==> config.mk <==
export PLATFORM = sky130hd
export DESIGN_NAME = scan_decoder
export DESIGN_NICKNAME = d
export VERILOG_FILES = /design/src/rtl/scan_decoder.sv
export SDC_FILE = /design/constraint.sdc
export NUM_CORES = 1
export LEC_CHECK = 0
export BUFFER_PORTS_ARGS = -buffer_cell sky130_fd_sc_hd__clkbuf_2
export CORE_MARGIN = 1
export CORE_UTILIZATION = 30
export CTS_CLUSTER_DIAMETER = 120
export DETAILED_ROUTE_END_ITERATION = 8
export RECOVER_POWER = 25
export SYNTH_ARGS = -nofsm -noshare
export SYNTH_HDL_FRONTEND = slang
export SYNTH_SLANG_ARGS = --single-unit
==> constraint.sdc <==
create_clock -name clk -period 1.4 [get_ports clk]
set_input_delay 0.28 -clock clk [delete_from_list [all_inputs] [get_ports clk]]
set_output_delay 0.28 -clock clk [all_outputs]
set_load 0.01 [all_outputs]
==> src/rtl/scan_decoder.sv <==
// scan_decoder: registered active-low one-hot decoder with an autonomous
// scan mode (programmable dwell, optional one-cycle blanking between channels).
module scan_decoder #(
  parameter int unsigned SEL_W = 2,
  parameter int unsigned DWELL = 4,
  parameter int unsigned BLANK = 0
) (
  input  logic                    clk,
  input  logic                    reset,
  input  logic                    G_L,
  input  logic                    mode,
  input  logic [SEL_W-1:0]        sel,
  output logic [(1<<SEL_W)-1:0]   Y_L,
  output logic [SEL_W-1:0]        cur,
  output logic                    wrap
);

  localparam int unsigned N      = 1 << SEL_W;
  localparam int unsigned DCNT_W = $clog2(DWELL) + 1;

  typedef enum logic [1:0] {
    IDLE       = 2'd0,
    DIRECT     = 2'd1,
    SCAN_ON    = 2'd2,
    SCAN_BLANK = 2'd3
  } state_t;

  state_t              state_q, state_d;
  logic [N-1:0]        y_q, y_d;
  logic [SEL_W-1:0]    cur_q, cur_d;
  logic [DCNT_W-1:0]   dcnt_q, dcnt_d;
  logic                wrap_q, wrap_d;
  logic [SEL_W-1:0]    next_idx;

  // Active-low one-hot decode of an index.
  function automatic logic [N-1:0] dec_l(input logic [SEL_W-1:0] idx);
    logic [N-1:0] v;
    v      = '1;
    v[idx] = 1'b0;
    return v;
  endfunction

  assign next_idx = cur_q + SEL_W'(1);

  // Next-state and registered-output logic; priority G_L over mode.
  always_comb begin
    state_d = state_q;
    y_d     = y_q;
    cur_d   = cur_q;
    dcnt_d  = dcnt_q;
    wrap_d  = 1'b0;
    if (G_L) begin
      state_d = IDLE;
      y_d     = '1;
      dcnt_d  = '0;
    end else if (!mode) begin
      state_d = DIRECT;
      cur_d   = sel;
      y_d     = dec_l(sel);
      dcnt_d  = '0;
    end else begin
      case (state_q)
        SCAN_ON: begin
          if (dcnt_q < DCNT_W'(DWELL)) begin
            dcnt_d = dcnt_q + DCNT_W'(1);
          end else if (BLANK != 0) begin
            state_d = SCAN_BLANK;
            y_d     = '1;
            dcnt_d  = '0;
          end else begin
            cur_d  = next_idx;
            y_d    = dec_l(next_idx);
            dcnt_d = DCNT_W'(1);
            wrap_d = &cur_q;
          end
        end
        SCAN_BLANK: begin
          // cur is held through blanking, so it still names the old channel.
          state_d = SCAN_ON;
          cur_d   = next_idx;
          y_d     = dec_l(next_idx);
          dcnt_d  = DCNT_W'(1);
          wrap_d  = &cur_q;
        end
        default: begin
          // Scan entry from IDLE or DIRECT: restart at sel with a full dwell.
          state_d = SCAN_ON;
          cur_d   = sel;
          y_d     = dec_l(sel);
          dcnt_d  = DCNT_W'(1);
        end
      endcase
    end
  end

  // State and output registers with synchronous reset.
  always_ff @(posedge clk) begin
    if (reset) begin
      state_q <= IDLE;
      y_q     <= '1;
      cur_q   <= '0;
      dcnt_q  <= '0;
      wrap_q  <= 1'b0;
    end else begin
      state_q <= state_d;
      y_q     <= y_d;
      cur_q   <= cur_d;
      dcnt_q  <= dcnt_d;
      wrap_q  <= wrap_d;
    end
  end

  assign Y_L  = y_q;
  assign cur  = cur_q;
  assign wrap = wrap_q;

endmodule

==> impl_metrics.yaml, run 1 <==
cts:
  numCtsBuffers: 3
  post_cts_buffers: 0
  clock-sinks: 12
  cts_tree: "yes"
  htreeDepth: 1
  worst_skew_pair.late_latency_ns: 0.28
  path_clk_slew_ns: 0.07
  cts_resized: 0
  hold_buffers: 0
  clockBufferDepth: 2
  cts-root-buf: "clkbuf_4"
timing:
  grt_setup_unrepaired: "false"
  layout_min_cycle_time_ns: 1.27
  finalHoldViolCount: 0
  tightest_slew_ns: 0.440
  finClkSkew_ns: 0.00380
  slew_violations: 0
  setup_tns_ns: 0
  finalHoldWorstSlack_ns: 0.212
  fmax_mhz: 787
  setup_violations: 0
  period_share_pct: 90.8
  relSlewSlack_pct: 70.7
yosys:
  yosysUniqueCellTypes: 22
  syn_area_um2: 564
  synthTopCellsByArea: "dfxtp_1 43%, ha_1 11%, o21ai_0 11%, o211ai_1 5.3%, inv_1 3.3%"
  synth.avg_cell_area_um2: 9.40
  synth-async-reset-ratio_pct: 0
  synth_edf_count: 0
  synth_area_leader_cell: "dfxtp_1"
  syn-num-nets: 71
  ys_ff_latch: 12
  ys.flop_type: "dfxtp_1"
  ys_warn_count: 0
  synth_top_area_share_pct: 42.6
  synthCells: 60
  yosysSeqAreaShare_pct: 42.6
finish:
  finalNetCount: 89
  syn_to_final_growth_pct: 23.9
  fin_util_pct: 40.1
  mostFrequentLayoutCells: "12 x dfxtp_1, 12 x o21ai_0, 10 x clkbuf_2"
  postLayoutCellArea_um2: 699
  layout-drive-gt1-share_pct: 28.6
  num_antenna_cells: 0
die:
  core_um2: 1750
  io_pins: 13
  die_h_um: 45.4
  dieArea_um2: 2060
  fp.dieW_um: 45.4
  num_rows: 15
  start_util_pct: 32.3
placed_design:
  hpwl_um: 925
  port_buffers: 12
  gp_congestion: 0.749
  placedInstanceArea_um2: 666
routing:
  drc: 0
  viasPerCell: 4.92
  ant_nets: 0
  routed_wl_um: 1250
  first_pass_iters: 4
  vias: 502
  drt_iter0_drc: 14
  avgRoutedWirePerCell_um: 12.2
setup_path:
  crit_path_max_fanout: 7
  cp.required_ns: 1.60
  arrival_ns: 1.47
  cp-startpoint: "state_q[0]"
  regToRegSetupSlack_ns: 0.13
  worstReg2RegStart: "state_q[0]"
  cp-end-kind: "flop"
  start_kind: "flop"
  critical_path_class: "flop to flop"
  r2r_cells: 3
  crit_end: "cur[0]"
  r2r-end: "cur[0]"
pwr:
  leakagePower_nw: 0.303
  pwr-share-seq_pct: 50.2
  p_int_w: 0.000544
  swShare_pct: 24.0
  peakVddDrop_v: 0.000658
  cellPowerDensity_nw_per_um2: 1020
  power_switching_w: 0.000172
  combPwrFrac_pct: 11.4
  clkPwrFrac_pct: 38.4
run_status:
  outcome: "completed"
worst_hold_path:
  hp-class: "primary input to flop"
global_routing:
  grt.total_usage_pct: 13.9
  grt_pass1_wl_um: 1980
  grt_pass1_vias: 448
  grt_start_max_net_pins: 11
  grt-ovfl-total: 0
  antenna_found_initial: 0
flow_run:
  max-cap-violations: 0
==> synthesized netlist by cell type, drive strengths merged, types with 2 or more instances <==
cell	n
nand2	3
a211oi	2
o211ai	4
ha	5
dfxtp	12
inv	5
nor3	2
o21ai	12
and3	2
nor2	2
==> metrics by stage <==
step | power (W) | setup slack, ns | cells
2_1_floorplan | 0.000412 | 0.0687 | 60
3_3_place_gp | 0.000447 | 0.180 | 98
3_5_place_dp | 0.000450 | 0.127 | 98
4_1_cts | 0.000720 | 0.116 | 102
5_1_grt | 0.000743 | 0.0336 | 102
6_report | 0.000716 | 0.129 | 102
==> power by group through the flow <==
stage | combinational, W | sequential, W | clock (W)
global placement | 0.0000801 | 0.000367 | 0
global route | 0.0000925 | 0.000361 | 0.000290
detailed placement | 0.0000824 | 0.000367 | 0
floorplan | 0.0000386 | 0.000373 | 0
finish | 0.0000817 | 0.000359 | 0.000275
CTS | 0.0000822 | 0.000359 | 0.000279
==> worst max-delay path: stages, from the launching register on <==
cell and delay (ns):
dfxtp_1 0.43, nor2_2 0.11, or4_4 0.49, a41oi_2 0.16
==> routing by layer <==
metal  share of wire (%)  vias up  GRT usage (%)
met3                 6.2        2           5.95
met4                0.64        0           3.64
met1                  47      231           17.8
met2                  46       17           21.4
li1                    -      252              -
met5                   0        -              0
==> final cells by class <==
cell class | count | area [um^2]
fillers | 190 | 1050
multi-input cells | 41 | 293
flip-flops and latches | 12 | 240
repair buffers | 15 | 80.1
clock buffers | 4 | 36.3
well taps | 25 | 31.3
inverters | 5 | 18.8
==> cells by family (layout without fill, tap and decap cells) <==
group                    Yosys count  in the layout  share of synthesized area, %
AO/OA/AOI/OAI                     22             22                          25.9
adder cells (fa/ha/maj)            5              5                          11.1
AND/OR/NAND/NOR                   14             14                          14.9
flip-flops                        12             12                          42.6
buffers and inverters              7             24                          5.54
==> how the worst min path moves through the flow <==
stage          cells after the start         end      start
3_3_place_gp                       1   dcnt_q[0]  dcnt_q[0]
3_5_place_dp                       1   dcnt_q[0]  dcnt_q[0]
4_1_cts                            2  state_q[0]       mode
6_report                           2  state_q[0]       mode
5_1_grt                            2  state_q[0]       mode
2_1_floorplan                      1      cur[0]      reset
==> registers in the layout, summed over array words and instances, names as in the netlist <==
| signal | count |
|---|---|
| cur | 2 |
| dcnt_q | 3 |
| state_q | 2 |
| wrap | 1 |
| Y_L | 4 |
Note: power is estimated with default switching activity, not from simulation.
==> inputs of run 2 (changes only) <==
CORE_UTILIZATION = 40   (was 30)
==> run 2 against run 1 <==
Total power fell by 9.6%. First-iteration DRC count shrank 14%. Routed wire length down 7.0%. Design area fell by 3.8%. Hold slack gained 0.013 ns. Die area is 24% lower. Flip-flop and latch count unchanged. Fmax grew 2.4%. Critical path type unchanged. Largest cell class unchanged. Largest power group unchanged.
==> impl_metrics.yaml, run 2 (same netlist as run 1, synthesis figures left out) <==
timing:
  period_share_pct: 88.7
  relSlewSlack_pct: 73.3
  setup_violations: 0
  finClkSkew_ns: 0.00176
  setup_tns_ns: 0
  grt_setup_unrepaired: "false"
  finalHoldWorstSlack_ns: 0.225
  slew_violations: 0
  tightest_slew_ns: 0.400
  layout_min_cycle_time_ns: 1.24
  fmax_mhz: 805
  finalHoldViolCount: 0
cts:
  numCtsBuffers: 3
  clock-sinks: 12
  cts_tree: "yes"
  worst_skew_pair.late_latency_ns: 0.26
  path_clk_slew_ns: 0.07
  cts-root-buf: "clkbuf_4"
  post_cts_buffers: 0
  htreeDepth: 1
  clockBufferDepth: 2
  hold_buffers: 0
  cts_resized: 0
global_routing:
  antenna_found_initial: 0
  grt.total_usage_pct: 19.5
  grt_pass1_vias: 429
  grt-ovfl-total: 0
  grt_start_max_net_pins: 11
  grt_pass1_wl_um: 1960
die:
  dieArea_um2: 1560
  fp.dieW_um: 39.6
  io_pins: 13
  core_um2: 1300
  die_h_um: 39.6
  start_util_pct: 43.4
  num_rows: 13
routing:
  avgRoutedWirePerCell_um: 12.8
  ant_nets: 0
  vias: 487
  drc: 0
  viasPerCell: 5.35
  routed_wl_um: 1160
  drt_iter0_drc: 12
  first_pass_iters: 4
setup_path:
  cp.required_ns: 1.59
  start_kind: "flop"
  regToRegSetupSlack_ns: 0.16
  path_cells: "nor2_2, or4_4, a41oi_2"
  critical_path_class: "flop to flop"
  r2r-end: "cur[0]"
  crit_end: "cur[0]"
  cp-startpoint: "dcnt_q[2]"
  worstReg2RegStart: "dcnt_q[2]"
  cpPeakStageDelay_ns: 0.48
  r2r_cells: 3
  cp_slowest_cell: "or4_4"
  arrival_ns: 1.44
  crit_path_max_fanout: 7
  cp-end-kind: "flop"
pwr:
  power_w: 0.000647
  cellPowerDensity_nw_per_um2: 961
  leakagePower_nw: 0.296
  peakVddDrop_v: 0.000497
finish:
  fill_cells: 132
  fin_util_pct: 51.7
  num_antenna_cells: 0
  final_cells: 91
  finalNetCount: 89
  layout-drive-gt1-share_pct: 27.6
  largest_reg_flops: 4
  mostFrequentLayoutCells: "12 x dfxtp_1, 12 x o21ai_0, 10 x clkbuf_2"
  syn_to_final_growth_pct: 19.3
placed_design:
  port_buffers: 12
  gp_congestion: 0.731
  hpwl_um: 861
  dp.cells: 88
run_status:
  outcome: "completed"
worst_hold_path:
  hp-class: "primary input to flop"
flow_run:
  max-cap-violations: 0
==> run 2: cell count changes in the layout (fill, tap and decap cells not counted) <==
cell      previous run  this run
clkbuf_8             1         0
==> run 2: how the worst min path moves through the flow <==
stage / start / endpoint / depth (start not counted)
after detailed placement: dcnt_q[0] / dcnt_q[0] / 1
after floorplan: reset / cur[0] / 1
after global placement: dcnt_q[0] / dcnt_q[0] / 1
after global routing: mode / state_q[0] / 2
final: mode / state_q[0] / 2
after CTS: mode / state_q[0] / 2
==> run 2: through the flow <==
stage	cell area (um^2)	setup WS, ns
6_report	673	0.158
5_1_grt	673	0.0190
4_1_cts	676	0.143
3_5_place_dp	653	0.148
3_3_place_gp	653	0.149
2_1_floorplan	564	0.0687
==> run 2: critical path: cells and delay by family, from the launching register on <==
| kind | cells | cell delay (ns) |
|---|---|---|
| AOI/OAI and AO/OA | 1 | 0.17 |
| and+or+nand+nor | 2 | 0.57 |
| DFF | 1 | 0.43 |
==> run 2: layer usage <==
metal	track usage [%]	up-vias	part of all wire (%)
li1	-	256	-
met1	26.1	222	54
met5	0	-	0
met4	10.3	0	1.0
met3	5.11	2	2.2
met2	27.9	7	43
==> run 2: report_power, final <==
part	switching [W]	internal (W)	total [W]	leakage, nW
clock network	0.000109	0.0000993	0.000208	0.0138
registers	0.00000655	0.000352	0.000359	0.0981
logic	0.0000469	0.0000329	0.0000797	0.184
==> run 2: layout make-up <==
class,count,area [um^2],share of cell area (%)
clock buffers,3,22.5,3.35
inverters,5,18.8,2.79
multi-input cells,41,293,43.5
flip-flops and latches,12,240,35.7
well taps,15,18.8,2.79
repair buffers,15,80.1,11.9
==> inputs of run 3 (changes only) <==
clock period = 1.2 ns   (was 1.4 ns; I/O delays follow)
==> run 3 against run 2 <==
Die area unchanged. Count of clock-buffer cells in the layout grew 1. Routed wire length grew 4.4%. Critical endpoint is now cur[1]. Register-to-register slack worse by 0.15 ns. Critical path depth rose by 2. Core utilization rose by 7.9 points. Via count is 7.2% higher. Final cell count up 12%. Combinational power grew 44%. Setup slack worse by 0.15 ns. Hold slack worse by 0.0050 ns.
==> impl_metrics.yaml, run 3 (same netlist as run 1, synthesis figures left out) <==
timing:
  slew_violations: 0
  finalHoldViolCount: 0
  relSlewSlack_pct: 81.4
  fmax_mhz: 840
  period_share_pct: 99.2
  setup_violations: 0
  layout_min_cycle_time_ns: 1.19
  grt_setup_unrepaired: "true"
  setup_tns_ns: 0
  tightest_slew_ns: 0.278
  finClkSkew_ns: 0.00195
setup_path:
  worstReg2RegStart: "cur[0]"
  start_kind: "flop"
  r2r-end: "cur[1]"
  critical_path_class: "flop to flop"
  cp.required_ns: 1.35
  path_cells: "inv_1, ha_1, o22a_1, a211oi_1, a2111oi_1"
  regToRegSetupSlack_ns: 0.01
  crit_path_max_fanout: 3
  path_buf_inv: 1
  r2r_cells: 5
  critPathTopFamily: "compound AO/OA/AOI/OAI gates"
  arrival_ns: 1.34
  cp_slowest_cell: "dfxtp_4"
  cp-end-kind: "flop"
  cpPeakStageDelay_ns: 0.35
routing:
  vias: 522
  first_pass_iters: 4
  routed_wl_um: 1210
  viasPerCell: 5.12
  avgRoutedWirePerCell_um: 11.9
  drc: 0
  ant_nets: 0
  drt_iter0_drc: 2
die:
  dieArea_um2: 1560
  start_util_pct: 43.4
  io_pins: 13
  num_rows: 13
  fp.dieW_um: 39.6
  core_um2: 1300
  die_h_um: 39.6
placed_design:
  gp_congestion: 0.694
  hpwl_um: 992
  port_buffers: 12
global_routing:
  grt-ovfl-total: 0
  antenna_found_initial: 0
  grt_pass1_wl_um: 2100
  grt.total_usage_pct: 20.9
  grt_start_max_net_pins: 11
  grt_pass1_vias: 516
finish:
  fill_cells: 127
  register_area_um2: 249
  largest_reg_flops: 4
  num_antenna_cells: 0
  final_common_cell: "buf_4"
  fin_util_pct: 59.6
  syn_to_final_growth_pct: 37.5
  multi_input_area_um2: 297
  finalNetCount: 99
  layout-drive-gt1-share_pct: 42.5
  mostFrequentLayoutCells: "13 x buf_4, 11 x clkbuf_2, 9 x dfxtp_1, 9 x o21ai_0"
cts:
  numCtsBuffers: 3
  cts_tree: "yes"
  clock-sinks: 12
  cts-root-buf: "clkbuf_4"
  hold_buffers: 0
  htreeDepth: 1
  clockBufferDepth: 2
  path_clk_slew_ns: 0.07
  worst_skew_pair.late_latency_ns: 0.27
worst_hold_path:
  holdCritStartpoint: "reset"
  hp-class: "primary input to flop"
  worstHoldPathCells: 2
  hold-path-endpoint: "cur[0]"
pwr:
  cellPowerDensity_nw_per_um2: 1090
  peakVddDrop_v: 0.000722
  leakagePower_nw: 0.356
flow_run:
  max-cap-violations: 0
run_status:
  outcome: "completed"
==> run 3: cell count changes in the layout (fill, tap and decap cells not counted), sizes merged <==
cell    change
clkbuf      +1
buf        +10
==> run 3: metrics by stage <==
step	instances	worst slack (ns)	area, um^2	power [W]	hold slack, ns
floorplan	60	-0.0220	572	0.000479	0.294
finish	102	0.00997	776	0.000849	0.220
global placement	98	0.00576	736	0.000540	0.459
detailed placement	98	-0.0134	736	0.000543	0.462
global route	102	-0.0193	776	0.000897	0.217
CTS	102	0.00214	772	0.000864	0.210
==> run 3: power breakdown <==
group | switching [W] | total, W | leakage, nW | internal [W]
Sequential | 0.00000786 | 0.000418 | 0.0998 | 0.000410
Combinational | 0.0000585 | 0.000115 | 0.235 | 0.0000565
Clock | 0.000131 | 0.000315 | 0.0210 | 0.000184
Total | 0.000197 | 0.000849 | 0.356 | 0.000651
==> run 3: worst max path at each step <==
stage,slack [ns],start,to,cells after the start
after global routing,-0.02,cur[0],cur[1],5
after detailed placement,-0.01,cur[0],cur[1],5
after floorplan,-0.02,cur[0],cur[1],5
after CTS,0.002,cur[0],cur[1],5
final,0.01,cur[0],cur[1],5
after global placement,0.006,cur[0],cur[1],5
==> run 3: layout make-up <==
class	instances	share of cell area, %
multi-input cells	41	38.2
flip-flops and latches	12	32.1
repair buffers	25	20.2
clock buffers	4	4.68
inverters	5	2.42
well taps	15	2.42
==> run 3: routing by layer <==
metal	share of wire, %	wire, um	vias up	global-route usage, %
met5	0	0	-	0
met4	1.1	13	0	7.76
met3	4.1	50	2	8.52
met2	48	587	7	35.2
met1	46	560	234	22.9
li1	-	-	279	-
==> run 3: what timing repair did <==
action / CTS / global route
setup buffers: 0 / 0
gates resized for setup: 1 / 5
pin swaps: 1 / 0
endpoints found under the setup margin: 2 / 4
